<file path="config.mk">
export PLATFORM = sky130hd
export DESIGN_NAME = truth_table_sweeper
export DESIGN_NICKNAME = d
export VERILOG_FILES = /design/src/rtl/tt_pkg.sv /design/src/rtl/tt_row_eval.sv /design/src/rtl/truth_table_sweeper.sv
export SDC_FILE = /design/constraint.sdc
export NUM_CORES = 1
export LEC_CHECK = 0
export CORE_UTILIZATION = 45
export CTS_BUF_LIST = sky130_fd_sc_hd__clkbuf_2 sky130_fd_sc_hd__clkbuf_4 sky130_fd_sc_hd__clkbuf_8
export CTS_CLUSTER_SIZE = 16
export DETAILED_ROUTE_END_ITERATION = 16
export MAX_ROUTING_LAYER = met4
export PLACE_DENSITY_LB_ADDON = 0.08
export SYNTH_ARGS = -nofsm -noshare
export SYNTH_HDL_FRONTEND = slang
export SYNTH_HIERARCHICAL = 1
export SYNTH_SLANG_ARGS = --single-unit
</file>
<file path="constraint.sdc">
create_clock -name clk -period 3 [get_ports clk]
set_input_delay 0.6 -clock clk [delete_from_list [all_inputs] [get_ports clk]]
set_output_delay 0.6 -clock clk [all_outputs]
set_load 0.01 [all_outputs]
</file>
<file path="src/rtl/tt_pkg.sv">
// Shared definitions for the truth-table sweeper.
// Contents:
//   state_e          - sweeper FSM states
//   MODE_SOP/POS     - term-mask interpretation (minterms / maxterms)
//   rows(n)          - number of truth-table rows for n inputs (2^n)
package tt_pkg;

  typedef enum logic [1:0] {
    ST_IDLE = 2'd0,
    ST_RUN  = 2'd1,
    ST_DONE = 2'd2
  } state_e;

  localparam logic MODE_SOP = 1'b0;
  localparam logic MODE_POS = 1'b1;

  function automatic int rows(input int n);
    return 1 << n;
  endfunction

endpackage

</file>
<file path="src/rtl/tt_row_eval.sv">
// Combinational evaluation of one truth-table row.
// Ports:
//   mask  in  rows(N_IN)  term mask, bit i belongs to row i
//   mode  in  1           MODE_SOP: f = mask[idx]; MODE_POS: f = ~mask[idx]
//   idx   in  N_IN        row index (input vector, MSB = first variable)
//   f     out 1           function value for row idx
module tt_row_eval
  import tt_pkg::*;
#(
  parameter int N_IN = 3
) (
  input  logic [rows(N_IN)-1:0] mask,
  input  logic                  mode,
  input  logic [N_IN-1:0]       idx,
  output logic                  f
);

  // In POS form a set mask bit marks a maxterm, i.e. a row where f is 0.
  assign f = (mode == MODE_POS) ? ~mask[idx] : mask[idx];

endmodule

</file>
<file path="src/rtl/truth_table_sweeper.sv">
// Sequential truth-table sweeper for an N_IN-input Boolean function.
// Latches a term mask and mode on start, then streams every row in
// ascending order over a valid/ready interface, counting rows with f=1.
// Ports:
//   clk, rst_n   clock and asynchronous active-low reset
//   start        begin a sweep (honoured only when idle)
//   abort        cancel a running sweep (no done pulse)
//   cfg_mask     term mask, bit i refers to row i
//   cfg_mode     0 = sum-of-products, 1 = product-of-sums
//   busy         high while running or signalling done
//   out_valid    row available (suppressed in the cycle abort is high)
//   out_ready    consumer accepts the current row
//   out_idx      current row index (= input vector)
//   out_f        function value for out_idx
//   done         one-cycle pulse after the last row is accepted
//   ones_count   accepted rows with f=1 in the current or last sweep
module truth_table_sweeper
  import tt_pkg::*;
#(
  parameter int N_IN = 3
) (
  input  logic                  clk,
  input  logic                  rst_n,
  input  logic                  start,
  input  logic                  abort,
  input  logic [rows(N_IN)-1:0] cfg_mask,
  input  logic                  cfg_mode,
  output logic                  busy,
  output logic                  out_valid,
  input  logic                  out_ready,
  output logic [N_IN-1:0]       out_idx,
  output logic                  out_f,
  output logic                  done,
  output logic [N_IN:0]         ones_count
);

  localparam int ROWS = rows(N_IN);
  localparam logic [N_IN-1:0] LAST_IDX = N_IN'(ROWS - 1);

  state_e              state_q, state_d;
  logic [N_IN-1:0]     idx_q, idx_d;
  logic [ROWS-1:0]     mask_q, mask_d;
  logic                mode_q, mode_d;
  logic [N_IN:0]       ones_q, ones_d;
  logic                row_f;
  logic                beat;

  tt_row_eval #(
    .N_IN (N_IN)
  ) u_row_eval (
    .mask (mask_q),
    .mode (mode_q),
    .idx  (idx_q),
    .f    (row_f)
  );

  // abort gates valid combinationally so a cancelled row is never handed over.
  assign out_valid  = (state_q == ST_RUN) & ~abort;
  assign beat       = out_valid & out_ready;
  assign busy       = (state_q != ST_IDLE);
  assign done       = (state_q == ST_DONE);
  assign out_idx    = idx_q;
  assign out_f      = row_f;
  assign ones_count = ones_q;

  always_comb begin
    state_d = state_q;
    idx_d   = idx_q;
    mask_d  = mask_q;
    mode_d  = mode_q;
    ones_d  = ones_q;
    case (state_q)
      ST_IDLE: begin
        if (start) begin
          mask_d  = cfg_mask;
          mode_d  = cfg_mode;
          idx_d   = '0;
          ones_d  = '0;
          state_d = ST_RUN;
        end
      end
      ST_RUN: begin
        if (abort) begin
          state_d = ST_IDLE;
        end else if (beat) begin
          ones_d = ones_q + (N_IN+1)'(row_f);
          // idx is held on the last row so it never wraps within a sweep.
          if (idx_q == LAST_IDX) begin
            state_d = ST_DONE;
          end else begin
            idx_d = idx_q + N_IN'(1);
          end
        end
      end
      ST_DONE: begin
        state_d = ST_IDLE;
      end
      default: begin
        state_d = ST_IDLE;
      end
    endcase
  end

  always_ff @(posedge clk or negedge rst_n) begin
    if (!rst_n) begin
      state_q <= ST_IDLE;
      idx_q   <= '0;
      mask_q  <= '0;
      mode_q  <= 1'b0;
      ones_q  <= '0;
    end else begin
      state_q <= state_d;
      idx_q   <= idx_d;
      mask_q  <= mask_d;
      mode_q  <= mode_d;
      ones_q  <= ones_d;
    end
  end

endmodule

</file>
==> metrics, run 1 <==
final setup fails=0; Synth top cells by count=dfrtp_1 (18), mux2_2 (14); IO Pins=25; WL final=1730 um; worst slack at placement=0.422 ns; most frequent cell after synthesis=dfrtp_1; Die Width=48.6 um; Longest Clk Path Bufs=2; fin cells=125; antenna cells=0; Die Ht=48.6 um; drt pass-1 iters=2; total die area=2360 um2; Inst Count DP=121; clk_lat worst skew=0.29 ns; sequential group share of total power=47.4%; Int Power=493 uW; # port buffers=24; Slew headroom=46.6%; GRT Residual Overflow=0; Hold Crit Class=reg -> reg; IR drop worst, VDD=0.376 mV; worst-margin pin slew=0.799 ns; WL per Instance=13.8 um; post-CTS setup buffer count=0; detailed-route vias per instance=5.30; number of synthesized flops with an enable pin=0; H-tree levels=1; total CTS buffers=3; CP startpoint kind=register; CP delay by family, top=multiplexers; FFs w/ async S/R, synth=100%; ratio of cells with drive above 1 in the final layout=25.5%; Root Buffer=clkbuf_4; WP data required=2.40 ns; switching share of power=27.9%; vias in the first global route=702; CTS resizes=0; Initial Util=48.9%; Fmax=349 MHz; initial antenna violation count=0; Routability Congestion=0.681; Tmin final=2.87 ns; via count=662; largest net degree at the start of global routing=19; Core ar.=2000 um2; setup tns final=0 ns; WP data arrival=2.27 ns; Slowest-stage cell, CP=clkdlybuf4s50_1; YS warnings=6; Worst Path Buf+Inv=1; post-synth top area share=46.0%; first-pass GRT wire length=3110 um; Routed Antenna Nets=0; gr usage total=18.4%; Gate power share=31.1%; final worst slack=0.132 ns; kind of critical path=reg -> out; top cell type by total area after synthesis=dfrtp_1; main area contributors after synthesis=dfrtp_1 (46%), mux2_2 (16%), ha_1 (5.1%); Final Hold Fails=0; Final period util=95.6%; worst-path fanout max=9; P_leak=0.578 nW; status=completed; Layout area overhead=28.5%; Num Clock Sinks=18; Clock power frac=21.5%; clk_skew=0.00349 ns; Worst path max stage delay=0.58 ns; Mapped Area=978 um2; row cnt=16; power density cells=544 nW/um2; Net Switching=191 uW; number of DRC markers in iteration 0=5; DRC Markers=0; Layout Nets=117; syn_area_per_cell=13.4 um2; hold slack=0.525 ns; Post-Syn Nets=91; RSZ-0062 raised after global routing=false; Final Max Tran Viols=0; Synth Flop Type=dfrtp_1; Cells after Synth=73; CP Cell Sequence=mux2i_1 > mux4_2 > xnor2_1 > clkdlybuf4s50_1; maxcap violations=0; Clock transition at path regs=0.09 ns; distinct cell type count after synthesis=24; Seq cells post-synth=18; register area share after synthesis=46.0%; Worst Setup End Kind=output port; CTS Hold Bufs=0; TritonCTS clock tree=done
cell usage in the layout (no fill, tap or decap), types with 3 or more instances in the layout:
master           synthesis  routed
a22o_1                   3       3
and2b_1                  4       4
ha_1                     4       4
clkbuf_4                 0       3
dfrtp_1                 18      18
mux2_2                  14      14
clkdlybuf4s50_1          0      24
a21o_1                   3       3
mux2i_1                  4       4
nor2_1                   4       4
power groups by stage:
stage	clock, mW	sequential (mW)	combinational, mW
after floorplan	0	0.314	0.143
after global placement	0	0.327	0.208
after detailed placement	0	0.330	0.216
after CTS	0.151	0.325	0.216
after global routing	0.162	0.332	0.234
final	0.147	0.325	0.213
through the flow:
| stage | util [%] | power, mW | instance area [um2] |
|---|---|---|---|
| 2_1_floorplan | - | 0.457 | 978 |
| 3_3_place_gp | 61.0 | 0.535 | 1220 |
| 3_5_place_dp | 61.0 | 0.546 | 1220 |
| 4_1_cts | 62.8 | 0.693 | 1260 |
| 5_1_grt | 62.8 | 0.728 | 1260 |
| 6_report | 62.8 | 0.684 | 1260 |
sequential cells by signal, indices dropped and copies added (netlist names):
signal	cells
out_idx	3
mask_q	8
mode_q	1
ones_count	4
state_q	2
per-layer routing:
metal / routed length [um] / GRT usage (%) / part of all wire (%) / vias up
li1: - / - / - / 318
met1: 705 / 20.2 / 41 / 321
met2: 906 / 31.7 / 52 / 19
met3: 71 / 2.83 / 4.1 / 4
met4: 46 / 10.3 / 2.7 / 0
met5: 0 / - / 0 / -
cells by family after synthesis:
kind of cell	count (synthesis)	synth area share, %
AND/OR/NAND/NOR	18	14.3
AO/OA/AOI/OAI	9	7.16
XOR/XNOR	1	0.895
buffers and inverters	4	3.96
adder cells (fa/ha/maj)	4	5.12
flip-flops	18	46.0
multiplexers	19	22.5
final cells by class:
type | instances | area [um2]
fillers | 173 | 744
repair buffers | 25 | 248
flip-flops and latches | 18 | 450
clock buffers | 4 | 36.3
well taps | 27 | 33.8
multi-input cells | 51 | 489
path summary, 6_finish.rpt:
check | slack (ns) | cells after the start | to | start
min | 0.52 | 1 | mask_q[6] | mask_q[6]
max in group asynchronous | 1.75 | 1 | mode_q | rst_n
max | 0.13 | 4 | out_f | out_idx[0]
max reg2reg | 0.70 | 7 | ones_count[1] | out_idx[0]
min reg2reg | 0.52 | 1 | mask_q[6] | mask_q[6]
min in group asynchronous | 0.76 | 1 | ones_count[0] | rst_n
(Power assumes the default switching activity.)
==> run 2, diff against run 1 <==
REMOVE_ABC_BUFFERS = 1   (was not set)
clock period = 3.3 ns   (was 3 ns; I/O delays follow)
==> run 2 against run 1 <==
  * Total power decreased by 9.9%
  * Wire length decreased by 7.8%
  * Sequential power decreased by 9.8%
  * Flip-flop and latch count unchanged
  * Clock power decreased by 9.5%
  * Core utilization decreased by 0.38 points
  * First-iteration DRC count increased by 60%
  * Cell count decreased by 0.80%
  * Non-clock buffer count decreased by 1
  * Combinational power decreased by 10%
  * Via count decreased by 0.15%
  * Critical path type unchanged
==> metrics, run 2 (same netlist as run 1, synthesis figures left out) <==
gr busiest metal=met2; WP data required=2.64 ns (+0.24 ns); sequential group share of total power=47.6% (+0.2 points); first-pass GRT wire length=3020 um (-2.7%); largest net degree at the start of global routing=19 (unchanged); drt pass-1 iters=6 (+4); final setup fails=0 (unchanged); antenna cells=0 (unchanged); gr usage total=17.2% (-1.2 points); GRT Residual Overflow=0 (unchanged); grt met3 use=3.77% (+0.94 points); Multi-input gate area=489 um2 (unchanged); H-tree levels=1 (unchanged); TritonCTS clock tree=done; detailed-route vias per instance=5.33 (+0.65%); Clock transition at path regs=0.10 ns (about the same); Final Max Tran Viols=0 (unchanged); final worst slack=0.389 ns (+0.257 ns); Routability Congestion=0.648 (-4.9%); via count=661 (-0.15%); Final Hold Fails=0 (unchanged); maxcap violations=0 (unchanged); Pwr Total=616 uW (-9.9%); Longest Clk Path Bufs=2 (unchanged); post-CTS setup buffer count=0 (unchanged); WP data arrival=2.25 ns (-0.02 ns); max reg flops=8 (unchanged); Hold Crit Class=reg -> reg; Tmin final=2.91 ns; WL per Instance=12.9 um (-7.1%); Routed Antenna Nets=0 (unchanged); RSZ-0062 raised after global routing=false; IR drop worst, VDD=0.357 mV (-5.0%); clk_lat worst skew=0.29 ns (about the same); DRC Markers=0 (unchanged); setup tns final=0 ns (unchanged); Fmax=344 MHz; flop-to-flop setup slack=1.00 ns (+0.30 ns); clk_skew=0.00107 ns (-0.00242 ns); Layout area overhead=27.7%; kind of critical path=reg -> out; Worst Setup End Kind=output port; total die area=2360 um2 (unchanged); switching share of power=27.4% (-0.47 points); most common cell after layout, fill and taps aside=clkdlybuf4s50_1; Num Clock Sinks=18 (unchanged); Most flops, register=mask_q; Die Width=48.6 um (unchanged); Die Ht=48.6 um (unchanged); Slew headroom=46.0% (-0.55 points); WL final=1590 um (-7.8%); P_leak=0.573 nW (-0.88%); # port buffers=24 (unchanged); worst-path fanout max=9 (unchanged); Final period util=88.2%; Gate power share=30.9% (-0.2 points); Core ar.=2000 um2 (unchanged); Storage cell area=450 um2 (unchanged); number of fillers in the final layout=159 (-8.1%); total CTS buffers=3 (unchanged); Net Switching=169 uW (-11%); vias in the first global route=677 (-3.6%); status=completed; row cnt=16 (unchanged); worst slack at placement=0.617 ns (+0.195 ns); CTS Hold Bufs=0 (unchanged); DP Wirelength=1150 um; initial antenna violation count=0 (unchanged); IO Pins=25 (unchanged); CTS resizes=0 (unchanged); worst-margin pin slew=0.807 ns (+0.00827 ns); Layout Nets=116 (-0.85%); Clock power frac=21.5% (about the same); ratio of cells with drive above 1 in the final layout=24.7% (-0.77 points); number of DRC markers in iteration 0=8 (+3); CP startpoint kind=register; power density cells=493 nW/um2 (-9.4%); Initial Util=48.9% (unchanged); met2 Track Usage GR=25.9% (-5.8 points); Int Power=447 uW (-9.3%); most frequent cells in the layout=clkdlybuf4s50_1 (24), dfrtp_1 (18), mux2_2 (14); Root Buffer=clkbuf_4; global routing usage on met1=22.4% (+2.3 points)
## run 2: cell types whose count changed in the layout (fill, tap and decap cells not counted), sizes merged
| cell | previous run | this run |
|---|---|---|
| buf | 1 | 0 |
## run 2: routing by layer
| metal | vias to the layer above | share of wire (%) |
|---|---|---|
| met5 | - | 0 |
| met4 | 0 | 1.3 |
| met3 | 4 | 4.2 |
| met2 | 23 | 48 |
| met1 | 318 | 46 |
| li1 | 316 | - |
## run 2: per-stage QoR
step	area, um2	hold WS, ns	instances	utilization (%)
detailed placement	1210	0.496	120	60.6
finish	1250	0.512	124	62.4
floorplan	940	0.364	69	-
global route	1250	0.541	124	62.4
CTS	1250	0.519	124	62.4
global placement	1210	0.493	120	60.6
## run 2: cell type report
cell class                 instances  share of cell area [%]
timing repair buffer              24                    19.2
multi-input combinational         51                    39.1
tap                               27                    2.70
sequential                        18                    36.0
clock buffer                       4                    2.90
## run 2: power groups by stage
stage                     combinational (mW)  sequential (mW)  clock, mW
after floorplan                        0.112            0.294          0
after global placement                 0.188            0.297          0
after detailed placement               0.192            0.299          0
after CTS                              0.194            0.294      0.138
after global routing                   0.213            0.300      0.146
final                                  0.191            0.293      0.133
## run 2: final timing paths
check / startpoint / to / cells past startpoint
min in group asynchronous: rst_n / ones_count[2] / 1
min: mask_q[7] / mask_q[7] / 1
max in group asynchronous: rst_n / mask_q[0] / 1
min reg2reg: mask_q[7] / mask_q[7] / 1
max: out_idx[0] / out_f / 4
max reg2reg: out_idx[0] / ones_count[1] / 7
## run 2: critical path: stages (launching register included)
cell             delay, ns
dfrtp_1               0.56
mux2i_1               0.12
mux4_2                0.49
xnor2_1               0.21
clkdlybuf4s50_1       0.57
